### src/rtl/pipe_mem_arbiter_if.sv
// Bus bundle between the pipeline (IF/MEM requesters), the unified-memory
// arbiter and the external single-ported memory.
// slave  : the arbiter side.
// master : the environment side (pipeline stages plus external memory).
interface pipe_mem_arbiter_if;
  logic        if_req_i;
  logic [31:0] if_addr_i;
  logic [31:0] if_rdata_o;
  logic        if_ack_o;
  logic        mem_req_i;
  logic        mem_we_i;
  logic [31:0] mem_addr_i;
  logic [31:0] mem_wdata_i;
  logic [31:0] mem_rdata_o;
  logic        mem_ack_o;
  logic        stall_o;
  logic        ext_req_o;
  logic        ext_we_o;
  logic [31:0] ext_addr_o;
  logic [31:0] ext_wdata_o;
  logic [31:0] ext_rdata_i;
  logic        ext_ack_i;
  logic        err_o;

  modport slave (
    input  if_req_i, if_addr_i, mem_req_i, mem_we_i, mem_addr_i, mem_wdata_i,
           ext_rdata_i, ext_ack_i,
    output if_rdata_o, if_ack_o, mem_rdata_o, mem_ack_o, stall_o,
           ext_req_o, ext_we_o, ext_addr_o, ext_wdata_o, err_o
  );

  modport master (
    output if_req_i, if_addr_i, mem_req_i, mem_we_i, mem_addr_i, mem_wdata_i,
           ext_rdata_i, ext_ack_i,
    input  if_rdata_o, if_ack_o, mem_rdata_o, mem_ack_o, stall_o,
           ext_req_o, ext_we_o, ext_addr_o, ext_wdata_o, err_o
  );
endinterface

### src/rtl/pipe_mem_arbiter.sv
// Arbiter sharing one single-ported memory between instruction fetch and
// load/store. Data wins by default; after STARVE_MAX consecutive data grants
// with a fetch waiting, fetch is forced through.
// Optional macro MEM_ARB_TIMEOUT_EN: aborts an access after TIMEOUT_CYC busy
// cycles without ext_ack_i, returns 32'hDEADBEEF and sets sticky err_o.
//
// state  | meaning
// IDLE   | no access outstanding, arbitrating this cycle
// BUSY_I | fetch holding the external memory handshake
// BUSY_D | load/store holding the external memory handshake
module pipe_mem_arbiter #(
  parameter int unsigned STARVE_MAX = 4
`ifdef MEM_ARB_TIMEOUT_EN
  , parameter int unsigned TIMEOUT_CYC = 64
`endif
) (
  input  logic              clk_i,
  input  logic              rst_i,
  pipe_mem_arbiter_if.slave bus
);
  localparam logic [1:0] IDLE   = 2'd0;
  localparam logic [1:0] BUSY_I = 2'd1;
  localparam logic [1:0] BUSY_D = 2'd2;

  localparam logic [3:0] STARVE_LIM = 4'(STARVE_MAX);

  logic [1:0]  state;
  logic [3:0]  starve_cnt;
  logic        grant_d;
  logic        grant_i;
  logic        busy;
  logic        tmo_hit;
  logic        done;
  logic [31:0] done_rdata;

  // Arbitration: data first unless the fetch side has been starved too long.
  always_comb begin
    busy    = (state != IDLE);
    grant_d = (state == IDLE) && bus.mem_req_i &&
              (!bus.if_req_i || (starve_cnt < STARVE_LIM));
    grant_i = (state == IDLE) && bus.if_req_i && !grant_d;
    // An ext_ack_i on the timeout edge takes precedence over the abort.
    done       = busy && (bus.ext_ack_i || tmo_hit);
    done_rdata = bus.ext_ack_i ? bus.ext_rdata_i : 32'hDEADBEEF;
  end

  assign bus.stall_o = (bus.if_req_i  && !bus.if_ack_o) ||
                       (bus.mem_req_i && !bus.mem_ack_o);

  // Main FSM: grant, hold the external handshake, complete with an ack pulse.
  always_ff @(posedge clk_i or posedge rst_i) begin
    if (rst_i) begin
      state           <= IDLE;
      bus.ext_req_o   <= 1'b0;
      bus.ext_we_o    <= 1'b0;
      bus.ext_addr_o  <= '0;
      bus.ext_wdata_o <= '0;
      bus.if_ack_o    <= 1'b0;
      bus.mem_ack_o   <= 1'b0;
      bus.if_rdata_o  <= '0;
      bus.mem_rdata_o <= '0;
    end else begin
      bus.if_ack_o  <= 1'b0;
      bus.mem_ack_o <= 1'b0;
      case (state)
        IDLE: begin
          if (grant_d) begin
            state           <= BUSY_D;
            bus.ext_req_o   <= 1'b1;
            bus.ext_we_o    <= bus.mem_we_i;
            bus.ext_addr_o  <= bus.mem_addr_i;
            bus.ext_wdata_o <= bus.mem_wdata_i;
          end else if (grant_i) begin
            state          <= BUSY_I;
            bus.ext_req_o  <= 1'b1;
            bus.ext_we_o   <= 1'b0;
            bus.ext_addr_o <= bus.if_addr_i;
          end
        end
        BUSY_I: begin
          if (done) begin
            state          <= IDLE;
            bus.ext_req_o  <= 1'b0;
            bus.if_ack_o   <= 1'b1;
            bus.if_rdata_o <= done_rdata;
          end
        end
        BUSY_D: begin
          if (done) begin
            state         <= IDLE;
            bus.ext_req_o <= 1'b0;
            bus.mem_ack_o <= 1'b1;
            if (!bus.ext_we_o) bus.mem_rdata_o <= done_rdata;
          end
        end
        default: begin
          state         <= IDLE;
          bus.ext_req_o <= 1'b0;
        end
      endcase
    end
  end

  // Starvation counter: data grants taken over a waiting fetch.
  always_ff @(posedge clk_i or posedge rst_i) begin
    if (rst_i) begin
      starve_cnt <= '0;
    end else if (state == IDLE) begin
      if (grant_i || !bus.if_req_i) starve_cnt <= '0;
      else if (grant_d && (starve_cnt != 4'd15)) starve_cnt <= starve_cnt + 4'd1;
    end
  end

`ifdef MEM_ARB_TIMEOUT_EN
  localparam int unsigned TW = $clog2(TIMEOUT_CYC + 1);
  localparam logic [TW-1:0] TMO_LOAD = TW'(TIMEOUT_CYC - 1);

  logic [TW-1:0] tmo_cnt;

  assign tmo_hit = busy && (tmo_cnt == '0) && !bus.ext_ack_i;

  // Busy timer: loaded at grant, terminal count on the last allowed busy cycle.
  always_ff @(posedge clk_i or posedge rst_i) begin
    if (rst_i) begin
      tmo_cnt   <= '0;
      bus.err_o <= 1'b0;
    end else begin
      if (grant_d || grant_i) tmo_cnt <= TMO_LOAD;
      else if (busy && (tmo_cnt != '0)) tmo_cnt <= tmo_cnt - 1'b1;
      if (tmo_hit) bus.err_o <= 1'b1;
    end
  end
`else
  assign tmo_hit   = 1'b0;
  assign bus.err_o = 1'b0;
`endif
endmodule

### src/flat_wrapper.sv
// flat-port wrapper written by rule: the top's interface ports become plain ports
module pipe_mem_arbiter_flat 
#(
  parameter int unsigned STARVE_MAX = 4

)
  (clk_i, rst_i, bus_if_req_i, bus_if_addr_i, bus_mem_req_i, bus_mem_we_i, bus_mem_addr_i, bus_mem_wdata_i, bus_ext_rdata_i, bus_ext_ack_i, bus_if_rdata_o, bus_if_ack_o, bus_mem_rdata_o, bus_mem_ack_o, bus_stall_o, bus_ext_req_o, bus_ext_we_o, bus_ext_addr_o, bus_ext_wdata_o, bus_err_o);
  pipe_mem_arbiter_if bus_i ();
  input  logic clk_i;
  input  logic rst_i;
  input wire logic [$bits(bus_i.if_req_i)-1:0] bus_if_req_i;
  input wire logic [$bits(bus_i.if_addr_i)-1:0] bus_if_addr_i;
  input wire logic [$bits(bus_i.mem_req_i)-1:0] bus_mem_req_i;
  input wire logic [$bits(bus_i.mem_we_i)-1:0] bus_mem_we_i;
  input wire logic [$bits(bus_i.mem_addr_i)-1:0] bus_mem_addr_i;
  input wire logic [$bits(bus_i.mem_wdata_i)-1:0] bus_mem_wdata_i;
  input wire logic [$bits(bus_i.ext_rdata_i)-1:0] bus_ext_rdata_i;
  input wire logic [$bits(bus_i.ext_ack_i)-1:0] bus_ext_ack_i;
  output wire logic [$bits(bus_i.if_rdata_o)-1:0] bus_if_rdata_o;
  output wire logic [$bits(bus_i.if_ack_o)-1:0] bus_if_ack_o;
  output wire logic [$bits(bus_i.mem_rdata_o)-1:0] bus_mem_rdata_o;
  output wire logic [$bits(bus_i.mem_ack_o)-1:0] bus_mem_ack_o;
  output wire logic [$bits(bus_i.stall_o)-1:0] bus_stall_o;
  output wire logic [$bits(bus_i.ext_req_o)-1:0] bus_ext_req_o;
  output wire logic [$bits(bus_i.ext_we_o)-1:0] bus_ext_we_o;
  output wire logic [$bits(bus_i.ext_addr_o)-1:0] bus_ext_addr_o;
  output wire logic [$bits(bus_i.ext_wdata_o)-1:0] bus_ext_wdata_o;
  output wire logic [$bits(bus_i.err_o)-1:0] bus_err_o;
  assign bus_i.if_req_i = bus_if_req_i;
  assign bus_i.if_addr_i = bus_if_addr_i;
  assign bus_i.mem_req_i = bus_mem_req_i;
  assign bus_i.mem_we_i = bus_mem_we_i;
  assign bus_i.mem_addr_i = bus_mem_addr_i;
  assign bus_i.mem_wdata_i = bus_mem_wdata_i;
  assign bus_i.ext_rdata_i = bus_ext_rdata_i;
  assign bus_i.ext_ack_i = bus_ext_ack_i;
  assign bus_if_rdata_o = bus_i.if_rdata_o;
  assign bus_if_ack_o = bus_i.if_ack_o;
  assign bus_mem_rdata_o = bus_i.mem_rdata_o;
  assign bus_mem_ack_o = bus_i.mem_ack_o;
  assign bus_stall_o = bus_i.stall_o;
  assign bus_ext_req_o = bus_i.ext_req_o;
  assign bus_ext_we_o = bus_i.ext_we_o;
  assign bus_ext_addr_o = bus_i.ext_addr_o;
  assign bus_ext_wdata_o = bus_i.ext_wdata_o;
  assign bus_err_o = bus_i.err_o;
  pipe_mem_arbiter #(.STARVE_MAX(STARVE_MAX)) u_core (.clk_i(clk_i), .rst_i(rst_i), .bus(bus_i));
endmodule
### config.mk
export PLATFORM = sky130hd
export DESIGN_NAME = pipe_mem_arbiter_flat
export DESIGN_NICKNAME = d
export VERILOG_FILES = /design/src/rtl/pipe_mem_arbiter_if.sv /design/src/rtl/pipe_mem_arbiter.sv /design/src/flat_wrapper.sv
export SDC_FILE = /design/constraint.sdc
export NUM_CORES = 1
export LEC_CHECK = 0
export ABC_AREA = 1
export ABC_CLOCK_PERIOD_IN_PS = 5400
export CAP_MARGIN = 15
export CORE_MARGIN = 1
export CORE_UTILIZATION = 42
export CTS_CLUSTER_SIZE = 25
export DETAILED_ROUTE_END_ITERATION = 8
export GPL_TIMING_DRIVEN = 0
export PLACE_DENSITY = 0.81
export SLEW_MARGIN = 10
export SYNTH_ARGS = -nofsm -noshare
export SYNTH_HDL_FRONTEND = slang
export SYNTH_SLANG_ARGS = --single-unit
### constraint.sdc
create_clock -name clk_i -period 5.4 [get_ports clk_i]
set_input_delay 0.54 -clock clk_i [delete_from_list [all_inputs] [get_ports clk_i]]
set_output_delay 0.54 -clock clk_i [all_outputs]
set_load 0.005 [all_outputs]
# == Yosys cells after proc, flatten, opt, wreduce, memory -nomap -nowiden ==
# Index checks and enable logic that the tools add are counted.
# op_classes
n_eq_ne,5
bitwise_logic,1
addsub,1
n_lt_le_gt_ge,1
n_reduce_logical,26
muxes,18
# op_table
operator,count
$mux 32,3
$reduce_and 2->1,5
$logic_and 1x1->1,8
$mux 1,8
$mux 4,2
$mux 2,3
$reduce_bool 2->1,3
$add 4x1->4 const B,1
$logic_not 1->1,4
$lt 4x3->1 const B,1
$ne 4x4->1 const B,1
$pmux 2 s2,1
$logic_or 1x1->1,3
$ne 3x1->1 const B,1
$reduce_and 3->1,1
$eq 2x1->1 const B,1
$eq 2x2->1 const B,1
$logic_not 2->1,1
$ne 2x1->1 const B,1
$pmux 1 s2,1
$reduce_or 2->1,1
$not 1->1,1
# word_totals
out_inout_bits,134
inputBits,134
elab_cells,62
reg_bits,138

# == Depth between registers and ports, before layout ==
# Gate-level depths: netlist of run 1.
# logic_depth
word_depth,8
ltp_mapped,11
depth_no_buf,8

# == Least setup slack after synthesis of run 1 ==
# OpenSTA, ideal clock, no wires.
# synth_path
kind,reg2reg
startpoint,register u_core.state[0]
endpoint,register u_core.bus.ext_addr_o[17] in the netlist's numbering
period_less_slack_ns,1.440
slack_ns,3.960
t_arrival_ns,1.324
path_stages_with_launch,11
setup_time_ns,0.117
path_cell_list,dfrtp_1 > inv_1 > ha_1 > buf_6 > nand2_1 > inv_2 > nand2_2 > clkbuf_1 > o21ai_0 > nand2_1 > nand2_1
# synth_via
elab_chain_len,7
# synth_rtl
item,line,rtl
from (decl),pipe_mem_arbiter.sv:27,logic [1:0] state;
from (signal assigned),pipe_mem_arbiter.sv:53,state <= IDLE;
from (signal assigned),pipe_mem_arbiter.sv:68,state <= BUSY_D;
from (signal assigned),pipe_mem_arbiter.sv:74,state <= BUSY_I;
$logic_not 2->1 *,"pipe_mem_arbiter.sv:39, pipe_mem_arbiter.sv:41, pipe_mem_arbiter.sv:65",
$logic_and 1x1->1 (2 in series),pipe_mem_arbiter.sv:39,grant_d = (state == IDLE) && bus.mem_req_i &&
$logic_not 1->1,pipe_mem_arbiter.sv:41,grant_i = (state == IDLE) && bus.if_req_i && !grant_d;
$logic_and 1x1->1,pipe_mem_arbiter.sv:41,
$reduce_bool 2->1 (no source line),n/a,
$reduce_and 2->1 (no source line),n/a,
to (signal assigned),pipe_mem_arbiter.sv:71,bus.ext_addr_o <= bus.mem_addr_i;
to (signal assigned),pipe_mem_arbiter.sv:77,bus.ext_addr_o <= bus.if_addr_i;
to (decl),pipe_mem_arbiter_if.sv:29,"ext_req_o, ext_we_o, ext_addr_o, ext_wdata_o, err_o"
# Mark *: on every way between the ends. The rest lies on a longest branch, timed or not.
# A chain may end at the register's enable or synchronous reset.

# == Worst setup path in the final report of run 1 ==
# layout_path
startpoint,input bus_if_req_i
endpoint,output bus_stall_o
# layout_via
elab_chain_len,2
# layout_rtl
item,line,rtl
from (decl),flat_wrapper.sv:11,input wire logic [$bits(bus_i.if_req_i)-1:0] bus_if_req_i;
$logic_and 1x1->1,pipe_mem_arbiter.sv:47,assign bus.stall_o = (bus.if_req_i && !bus.if_ack_o) ||
$logic_or 1x1->1,pipe_mem_arbiter.sv:47,
to (decl),flat_wrapper.sv:23,output wire logic [$bits(bus_i.stall_o)-1:0] bus_stall_o;
# No other way between the ends.

==> impl_metrics.json, run 1 <==
{
  "status": "finished, final reports clean",
  "p_switching_mw": 1.632,
  "yosys-top-cells-count": "244 x nand2_1, 138 x dfrtp_1, 93 x o21ai_0",
  "hold_viol_final": 0,
  "gp_congestion": 0.8204,
  "insertion_delay_ps": 410,
  "cts_tree": "built",
  "fillCellCount": 1112,
  "cts-buffers-inserted": 17,
  "cts-root-buf": "clkbuf_16",
  "dp_hpwl_um": 13210,
  "yosys.area.top_type": "dfrtp_1",
  "drt_pre_antenna_iters": 5,
  "grt_overflow": 0,
  "post_cts_buffers": 0,
  "power.leakage_nw": 4.524,
  "port_buffers": 265,
  "post-route-min-period_ps": 2411,
  "post-place-ws_ps": 2984,
  "postSynth.asyncResetShare_pct": 100.0,
  "synthMuxAreaShare_pct": 0.1676,
  "yosysSeqAreaShare_pct": 57.81,
  "post-synth-top-area-fraction_pct": 57.81,
  "antenna_found_initial": 0,
  "die_x_um": 121.3,
  "synth-edff-count": 0,
  "synthTopCellsByArea": "dfrtp_1 58%, nand2_1 15%, o21ai_0 7.8%",
  "grt_max_degree": 91,
  "cp-end-kind": "output pin",
  "reg2reg_depth": 10,
  "start_kind": "input pin",
  "vias": 5682,
  "critical_path_class": "input pin to output pin",
  "seq_power_share_pct": 34.5,
  "synth-compound-area-share_pct": 8.798,
  "grt_pass1_wl_um": 28460,
  "routed_via_density": 4.898,
  "required_ps": 4860,
  "crit_fanout": 5,
  "die_area_um2": 14700,
  "grt_use_total_pct": 25.69,
  "min_period_over_period_pct": 44.66,
  "synthAdderAreaFrac_pct": 0.8379,
  "ioPinCount": 268,
  "arrival_ps": 1870,
  "irDropWorstVdd_mv": 0.3802,
  "path_clk_slew_ps": 60,
  "initial_core_util_pct": 43.03,
  "grt_pass1_vias": 5517,
  "fin_skew_ps": 6.826,
  "h-tree-depth": 4,
  "route.detailed.wl_per_inst_um": 15.83,
  "drive_above_1_share_pct": 8.061,
  "clkPwrFrac_pct": 24.8,
  "drc": 0,
  "synthXorXnorAreaFrac_pct": 0,
  "regToRegStartpoint": "u_core.state[0]$_DFFE_PP0P_",
  "power_density_nw_per_um2": 548.7,
  "synth-simple-area-share_pct": 24.53,
  "synth.avg_cell_area_um2": 8.758,
  "seqCellArea_um2": 3453,
  "synth-main-ff-cell": "dfrtp_1",
  "yosysWarningCount": 0,
  "coreArea_um2": 13880,
  "power_frac_comb_pct": 40.7,
  "slew_viol_final": 0,
  "syn2layout_area_growth_pct": 59.95,
  "drt_iter0_drc": 323,
  "final-setup-viol-count": 0,
  "yosys_register_bits": 138,
  "cts.path.max_buffers": 2,
  "syn_nets": 820,
  "syn-instance-count": 682,
  "rsz0062_at_grt": "false",
  "drv_cap": 0,
  "fin_ws_ps": 2989,
  "drtAntennaViolNets": 0,
  "synth_cell_types": 22,
  "cts_hold_buf": 0,
  "reg2reg_slack_ps": 3650,
  "p_sw_share_pct": 31.13,
  "postLayoutCellArea_um2": 9554,
  "syn_area_um2": 5973,
  "cts_sinks": 138,
  "hp-class": "register to register",
  "rows": 43,
  "yosysMostFrequentCell": "nand2_1",
  "multi_input_area_um2": 2054,
  "drt_wl_total_um": 18360,
  "place_area_um2": 8884,
  "fmax_mhz": 414.7,
  "nets": 1105,
  "intPower_mw": 3.610,
  "reg2reg_to": "u_core.bus.ext_addr_o[11]$_DFFE_PP0P_",
  "cp-startpoint": "bus_if_req_i",
  "cts_resized": 0,
  "die_height_um": 121.3,
  "crit_end": "bus_stall_o",
  "synth_top_family_by_area": "simple AND/OR/NAND/NOR gates",
  "insertedDiodeCount": 0
}
==> placed cells by master, fill, tap and decap left out, drive strengths merged, types with 5 or more instances in the layout <==
cell / n
o21ai: 102
clkdlybuf4s50: 265
buf: 35
bufinv: 5
nand3b: 32
inv: 45
nand3: 35
dfrtp: 138
nand2: 248
clkbuf: 32
nor2: 29
==> state kept, by name, summed over array words and instances (netlist names) <==
signal,count
u_core.state,2
u_core.bus.if_ack_o,1
u_core.bus.ext_we_o,1
u_core.bus.if_rdata_o,32
u_core.bus.ext_addr_o,32
u_core.bus.mem_rdata_o,32
u_core.bus.ext_req_o,1
u_core.bus.mem_ack_o,1
u_core.starve_cnt,4
u_core.bus.ext_wdata_o,32
==> power groups by stage <==
| stage | logic (mW) | registers, mW | clock network, mW |
|---|---|---|---|
| 6_report | 2.13 | 1.81 | 1.30 |
| 5_1_grt | 2.36 | 1.86 | 1.37 |
| 4_1_cts | 2.15 | 1.81 | 1.32 |
| 3_5_place_dp | 2.14 | 1.81 | 0 |
| 3_3_place_gp | 2.09 | 1.80 | 0 |
| 2_1_floorplan | 0.793 | 1.82 | 0 |
==> per-stage QoR <==
step	std cells	TNS (ps)	power, mW	hold slack, ps	utilization [%]
after floorplan	682	0	2.614	456.4	-
after global placement	1127	-96790	3.892	453.4	63.76
after detailed placement	1128	0	3.945	458.3	64.00
after CTS	1160	0	5.278	472.4	68.83
after global routing	1160	0	5.589	485.5	68.83
final	1160	0	5.242	470.5	68.83
==> worst min-delay path by stage <==
stage | start | endpoint | slack, ps | cells after the start
after detailed placement | u_core.bus.ext_wdata_o[16]$_DFFE_PP0P_ | u_core.bus.ext_wdata_o[16]$_DFFE_PP0P_ | 460 | 2
after floorplan | u_core.starve_cnt[1]$_DFFE_PP0P_ | u_core.starve_cnt[1]$_DFFE_PP0P_ | 460 | 2
final | u_core.bus.ext_wdata_o[16]$_DFFE_PP0P_ | u_core.bus.ext_wdata_o[16]$_DFFE_PP0P_ | 470 | 2
after global placement | u_core.bus.ext_wdata_o[12]$_DFFE_PP0P_ | u_core.bus.ext_wdata_o[12]$_DFFE_PP0P_ | 450 | 2
after CTS | u_core.bus.ext_wdata_o[16]$_DFFE_PP0P_ | u_core.bus.ext_wdata_o[16]$_DFFE_PP0P_ | 470 | 2
after global routing | u_core.bus.ext_wdata_o[27]$_DFFE_PP0P_ | u_core.bus.ext_wdata_o[27]$_DFFE_PP0P_ | 490 | 2
==> worst max-delay path, stage by stage <==
cell	delay [ps]
clkdlybuf4s50_1	570
inv_1	80
o22ai_1	140
clkdlybuf4s50_1	540
==> cells by family after synthesis <==
family	Yosys count
buffers and inverters	90
flip-flops	138
other	1
AO/OA/AOI/OAI	104
adder cells (fa/ha/maj)	4
multiplexers	1
AND/OR/NAND/NOR	344
==> final cells by class <==
cell class	instances	share of cell area (%)
Buffer	45	3.078
Clock buffer	21	5.029
Clock inverter	11	1.991
Inverter	45	1.847
Multi-Input combinational cell	454	21.50
Sequential cell	138	36.14
Tap cell	180	2.357
Timing Repair Buffer	266	28.05
==> metal layers <==
| metal | part of all wire, % | wire [um] | GRT usage (%) | vias up |
|---|---|---|---|---|
| li1 | - | - | - | 2736 |
| met1 | 41 | 7544 | 30.84 | 2694 |
| met2 | 49 | 9072 | 43.29 | 231 |
| met3 | 8.2 | 1507 | 8.553 | 21 |
| met4 | 1.3 | 238 | 8.333 | 0 |
| met5 | 0 | 0 | 0 | - |
Note: power is estimated with default switching activity, not from simulation.
==> run 2: changes to the inputs <==
--- a/config.mk
+++ b/config.mk
@@ -6,14 +6,14 @@
 export NUM_CORES = 1
 export LEC_CHECK = 0
 export ABC_AREA = 1
-export ABC_CLOCK_PERIOD_IN_PS = 5400
+export ABC_CLOCK_PERIOD_IN_PS = 2000
 export CAP_MARGIN = 15
 export CORE_MARGIN = 1
-export CORE_UTILIZATION = 42
+export CORE_UTILIZATION = 38
 export CTS_CLUSTER_SIZE = 25
 export DETAILED_ROUTE_END_ITERATION = 8
 export GPL_TIMING_DRIVEN = 0
-export PLACE_DENSITY = 0.81
+export PLACE_DENSITY = 0.77
 export SLEW_MARGIN = 10
 export SYNTH_ARGS = -nofsm -noshare
 export SYNTH_HDL_FRONTEND = slang
==> constraint.sdc (replaced) <==
create_clock -name clk_i -period 2 [get_ports clk_i]
set_input_delay 0.2 -clock clk_i [delete_from_list [all_inputs] [get_ports clk_i]]
set_output_delay 0.2 -clock clk_i [all_outputs]
set_load 0.005 [all_outputs]
==> impl_metrics.json, run 2 (synthesized netlist as in run 1, its figures left out) <==
{
  "reg2reg_to": "u_core.bus.ext_addr_o[18]$_DFFE_PP0P_",
  "drt_wl_total_um": 18520,
  "post_cts_buffers": 0,
  "crit_fanout": 5,
  "cts-root-buf": "clkbuf_16",
  "dp_hpwl_um": 13550,
  "worst_path_most_repeated_cell": "clkdlybuf4s50_1",
  "power_density_nw_per_um2": 1441,
  "reg2reg_depth": 10,
  "min_period_over_period_pct": 88.31,
  "cp-end-kind": "output pin",
  "gp_congestion": 0.8051,
  "final_common_cell": "clkdlybuf4s50_1",
  "worstMarginPinSlew_ps": 737.8,
  "min_to": "u_core.bus.mem_ack_o$_DFF_PP0_",
  "hold_viol_final": 0,
  "drt_iter0_drc": 340,
  "drv_cap": 0,
  "ioPinCount": 268,
  "fin_skew_ps": 5.518,
  "path_clk_slew_ps": 60,
  "relSlewSlack_pct": 50.71,
  "start_kind": "input pin",
  "status": "finished, final reports clean",
  "seqCellArea_um2": 3453,
  "p_total_mw": 13.74,
  "grt_max_degree": 38,
  "post-route-min-period_ps": 1766,
  "slew_viol_final": 0,
  "slowest_stage": "clkdlybuf4s50_1",
  "port_buffers": 265,
  "rsz0062_at_grt": "false",
  "power.leakage_nw": 4.486,
  "drt_pre_antenna_iters": 5,
  "cts_resized": 0,
  "grt_use_total_pct": 23.35,
  "multi_input_area_um2": 2054,
  "cts.path.max_buffers": 2,
  "irDropWorstVdd_mv": 0.6950,
  "grt_overflow": 0,
  "insertedDiodeCount": 0,
  "critical_path_class": "input pin to output pin",
  "crit_buf_inv": 3,
  "crit_chain": "clkdlybuf4s50_1, inv_1, o22ai_1, clkdlybuf4s50_1",
  "hp-class": "input pin to register",
  "worst-path-stages": 4,
  "layout_common_cells": "265 x clkdlybuf4s50_1, 244 x nand2_1, 138 x dfrtp_1, 93 x o21ai_0, 41 x inv_1",
  "die_height_um": 127.4,
  "route.detailed.wl_per_inst_um": 15.53,
  "min-delay-start": "bus_ext_ack_i",
  "worstHoldPathCells": 3,
  "die_area_um2": 16220,
  "drive_above_1_share_pct": 8.147,
  "post-place-ws_ps": 222.7,
  "reg2reg_slack_ps": 280,
  "cts_sinks": 138,
  "cp-startpoint": "bus_if_req_i",
  "nets": 1107,
  "final-setup-viol-count": 0,
  "antenna_found_initial": 1,
  "fmax_mhz": 566.2,
  "slowest_delay_ps": 570,
  "coreArea_um2": 15260,
  "cts-buffers-inserted": 17,
  "fin_ws_ps": 233.8,
  "drc": 0,
  "required_ps": 1800,
  "h-tree-depth": 4,
  "cp_top_family": "buffers and inverters",
  "fillCellCount": 1293,
  "timing.hold.ws_ps": 142.7,
  "drtAntennaViolNets": 0,
  "routed_via_density": 4.715,
  "cts_hold_buf": 0,
  "rows": 45,
  "regToRegStartpoint": "u_core.state[0]$_DFFE_PP0P_",
  "arrival_ps": 1570,
  "vias": 5625,
  "cts_tree": "built",
  "grt_pass1_vias": 5654,
  "insertion_delay_ps": 420,
  "grt_pass1_wl_um": 28770,
  "die_x_um": 127.4,
  "syn2layout_area_growth_pct": 59.61,
  "initial_core_util_pct": 39.15
}
[run 2: cell types whose count changed in the layout (fill, tap and decap cells not counted)]
cell and delta:
clkinv_4 +5, clkbuf_1 +1, buf_16 -1, bufinv_16 -3, clkbuf_8 -4, inv_6 -1
buf_12 +3, clkinvlp_4 +2
[run 2: area by class of cell]
class / instances / area share (%)
Buffer: 45 / 3.084
Clock buffer: 18 / 4.501
Clock inverter: 14 / 1.588
Inverter: 45 / 1.837
Multi-Input combinational cell: 454 / 21.55
Sequential cell: 138 / 36.22
Tap cell: 211 / 2.769
Timing Repair Buffer: 268 / 28.45
[run 2: worst register-to-register path, delay by kind of cell, from the launching register on]
kind | cells | cell delay [ps]
buffers and inverters | 4 | 560
DFF | 1 | 370
AOI/OAI and AO/OA | 1 | 180
adders and majority gates | 1 | 200
and+or+nand+nor | 4 | 310
[run 2: report_power, final]
group / internal (mW) / switching [mW] / total [mW] / leakage, nW
sequential: 4.11 / 0.759 / 4.87 / 1.70
clock: 1.84 / 1.25 / 3.09 / 0.268
combinational: 3.30 / 2.48 / 5.78 / 2.52
[run 2: routing by layer]
| metal | global-route usage, % | vias to the layer above | wire [um] |
|---|---|---|---|
| met2 | 39.86 | 246 | 9006 |
| met4 | 8.333 | 2 | 322 |
| met5 | 0 | - | 12 |
| met1 | 26.93 | 2611 | 7425 |
| li1 | - | 2742 | - |
| met3 | 8.501 | 24 | 1754 |
[run 2: metrics by stage]
step / setup TNS, ps / cell area (um2) / std cells / util, %
after global routing: 0 / 9534 / 1193 / 62.48
after CTS: 0 / 9534 / 1193 / 62.48
after global placement: -163770 / 8894 / 1158 / 58.29
final: 0 / 9534 / 1193 / 62.48
after floorplan: 0 / 5977 / 682 / -
after detailed placement: 0 / 8954 / 1161 / 58.68
[run 2: worst max path at each step]
stage	endpoint	slack, ps
after global routing	u_core.bus.if_rdata_o[7]$_DFFE_PP0P_	70
after global placement	u_core.bus.if_rdata_o[14]$_DFFE_PP0P_	-1200
after detailed placement	bus_stall_o	220
after CTS	bus_stall_o	220
after floorplan	u_core.bus.ext_addr_o[0]$_DFFE_PP0P_	80
final	bus_stall_o	230
==> run 3: changes to the inputs <==
--- a/config.mk
+++ b/config.mk
@@ -6,14 +6,14 @@
 export NUM_CORES = 1
 export LEC_CHECK = 0
 export ABC_AREA = 1
-export ABC_CLOCK_PERIOD_IN_PS = 2000
+export ABC_CLOCK_PERIOD_IN_PS = 1860
 export CAP_MARGIN = 15
 export CORE_MARGIN = 1
-export CORE_UTILIZATION = 38
+export CORE_UTILIZATION = 42
 export CTS_CLUSTER_SIZE = 25
 export DETAILED_ROUTE_END_ITERATION = 8
 export GPL_TIMING_DRIVEN = 0
-export PLACE_DENSITY = 0.77
+export PLACE_DENSITY = 0.81
 export SLEW_MARGIN = 10
 export SYNTH_ARGS = -nofsm -noshare
 export SYNTH_HDL_FRONTEND = slang
==> constraint.sdc (replaced) <==
create_clock -name clk_i -period 1.86 [get_ports clk_i]
set_input_delay 0.186 -clock clk_i [delete_from_list [all_inputs] [get_ports clk_i]]
set_output_delay 0.186 -clock clk_i [all_outputs]
set_load 0.005 [all_outputs]
==> impl_metrics.json, run 3 (synthesized netlist as in run 1, its figures left out) <==
{
  "arrival_ps": 2060,
  "ioPinCount": 268,
  "nets": 1108,
  "antenna_found_initial": 0,
  "final_common_cell": "clkdlybuf4s50_1",
  "required_ps": 2170,
  "p_total_mw": 15.20,
  "cts_resized": 0,
  "slowest_stage": "dfrtp_1",
  "grt_pass1_wl_um": 28690,
  "worst_path_most_repeated_cell": "nand2_1",
  "routed_via_density": 4.922,
  "cp-end-kind": "register",
  "cts_hold_buf": 0,
  "slowest_delay_ps": 380,
  "min_period_over_period_pct": 93.94,
  "crit_chain": "inv_1, ha_1, buf_6, nand2_1, inv_2, nand2_2, clkbuf_1, o21ai_0, nand2_1, nand2_1",
  "cp_top_family": "buffers and inverters",
  "status": "finished, final reports clean",
  "syn2layout_area_growth_pct": 60.52,
  "grt-busiest-layer": "met2",
  "insertion_delay_ps": 420,
  "worstMarginPinSlew_ps": 617.8,
  "drv_cap": 0,
  "gr-usage-met3_pct": 9.164,
  "met2_usage_pct": 45.11,
  "rsz0062_at_grt": "false",
  "hp-class": "input pin to register",
  "post-route-min-period_ps": 1747,
  "crit_buf_inv": 4,
  "seqCellArea_um2": 3453,
  "die_height_um": 121.3,
  "drive_above_1_share_pct": 8.545,
  "rows": 43,
  "hold_viol_final": 0,
  "slew_viol_final": 0,
  "port_buffers": 265,
  "drtAntennaViolNets": 0,
  "h-tree-depth": 4,
  "die_area_um2": 14700,
  "start_kind": "register",
  "insertedDiodeCount": 0,
  "grt_use_total_pct": 25.98,
  "post_cts_buffers": 0,
  "route.detailed.wl_per_inst_um": 15.90,
  "multi_input_area_um2": 2054,
  "vias": 5724,
  "grt_pass1_vias": 5594,
  "drt_wl_total_um": 18500,
  "cts_tree": "built",
  "final-setup-viol-count": 0,
  "crit_fanout": 10,
  "cts-buffers-inserted": 17,
  "relSlewSlack_pct": 58.72,
  "cts.path.max_buffers": 2,
  "drc": 0,
  "initial_core_util_pct": 43.03,
  "irDropWorstVdd_mv": 0.8037,
  "dp_hpwl_um": 13590,
  "fillCellCount": 1103,
  "drt_pre_antenna_iters": 4,
  "grt_overflow": 0,
  "gp_congestion": 0.8018,
  "path_clk_slew_ps": 60,
  "cts_sinks": 138,
  "drt_iter0_drc": 371,
  "power_density_nw_per_um2": 1586,
  "fin_skew_ps": 6.910,
  "cts-root-buf": "clkbuf_16",
  "die_x_um": 121.3,
  "coreArea_um2": 13880,
  "power.leakage_nw": 4.537,
  "timing.hold.ws_ps": 126.8,
  "fmax_mhz": 572.3,
  "layout_common_cells": "265 x clkdlybuf4s50_1, 244 x nand2_1, 138 x dfrtp_1, 92 x o21ai_0, 41 x inv_1",
  "grt_max_degree": 33,
  "critical_path_class": "register to register",
  "met1_usage_pct": 28.71
}
-- run 3: power by group --
group / switching (mW) / internal [mW]
registers: 0.816 / 4.42
clock network: 1.33 / 2.39
logic: 2.69 / 3.56
total: 4.84 / 10.4
-- run 3: tightest hold or removal path: cells and delay by family --
| family | cells | cell delay (ps) |
|---|---|---|
| buffers and inverters | 1 | 170 |
| AND/OR/NAND/NOR | 2 | 140 |
-- run 3: per-layer routing --
| metal | share of wire, % | vias to the layer above |
|---|---|---|
| li1 | - | 2736 |
| met1 | 39 | 2710 |
| met2 | 50 | 244 |
| met3 | 8.7 | 34 |
| met4 | 2.4 | 0 |
| met5 | 0 | - |
-- run 3: through the flow --
| stage | util [%] | std cells | cell area [um2] | TNS [ps] | worst slack (ps) |
|---|---|---|---|---|---|
| 4_1_cts | 69.05 | 1163 | 9584 | 0 | 37.74 |
| 3_5_place_dp | 64.37 | 1131 | 8935 | 0 | 60.08 |
| 5_1_grt | 69.07 | 1163 | 9588 | 0 | 1.303 |
| 6_report | 69.07 | 1163 | 9588 | 0 | 112.8 |
| 2_1_floorplan | - | 682 | 5977 | -6503 | -47.12 |
| 3_3_place_gp | 63.79 | 1127 | 8855 | -174460 | -1273 |
-- run 3: path summary, 6_finish.rpt --
path                                                            start  cells past startpoint                               endpoint  slack [ps]
max in group asynchronous                                       rst_i                      4  u_core.bus.if_rdata_o[19]$_DFFE_PP0P_         890
min in group asynchronous                                       rst_i                      2   u_core.bus.if_rdata_o[7]$_DFFE_PP0P_         190
worst min register to register  u_core.bus.ext_wdata_o[1]$_DFFE_PP0P_                      2  u_core.bus.ext_wdata_o[1]$_DFFE_PP0P_         470
worst max-delay path                      u_core.state[0]$_DFFE_PP0P_                     10  u_core.bus.ext_addr_o[14]$_DFFE_PP0P_         110
worst min-delay path                                    bus_ext_ack_i                      3         u_core.bus.mem_ack_o$_DFF_PP0_         130
worst max register to register            u_core.state[0]$_DFFE_PP0P_                     10  u_core.bus.ext_addr_o[14]$_DFFE_PP0P_         110
-- run 3: final cells by class --
type	count	area share [%]
inverters	45	1.827
plain buffers	45	3.106
well taps	180	2.349
multi-input cells	454	21.43
clock buffers	18	4.476
clock inverters	14	2.297
flip-flops and latches	138	36.02
repair buffers	269	28.50
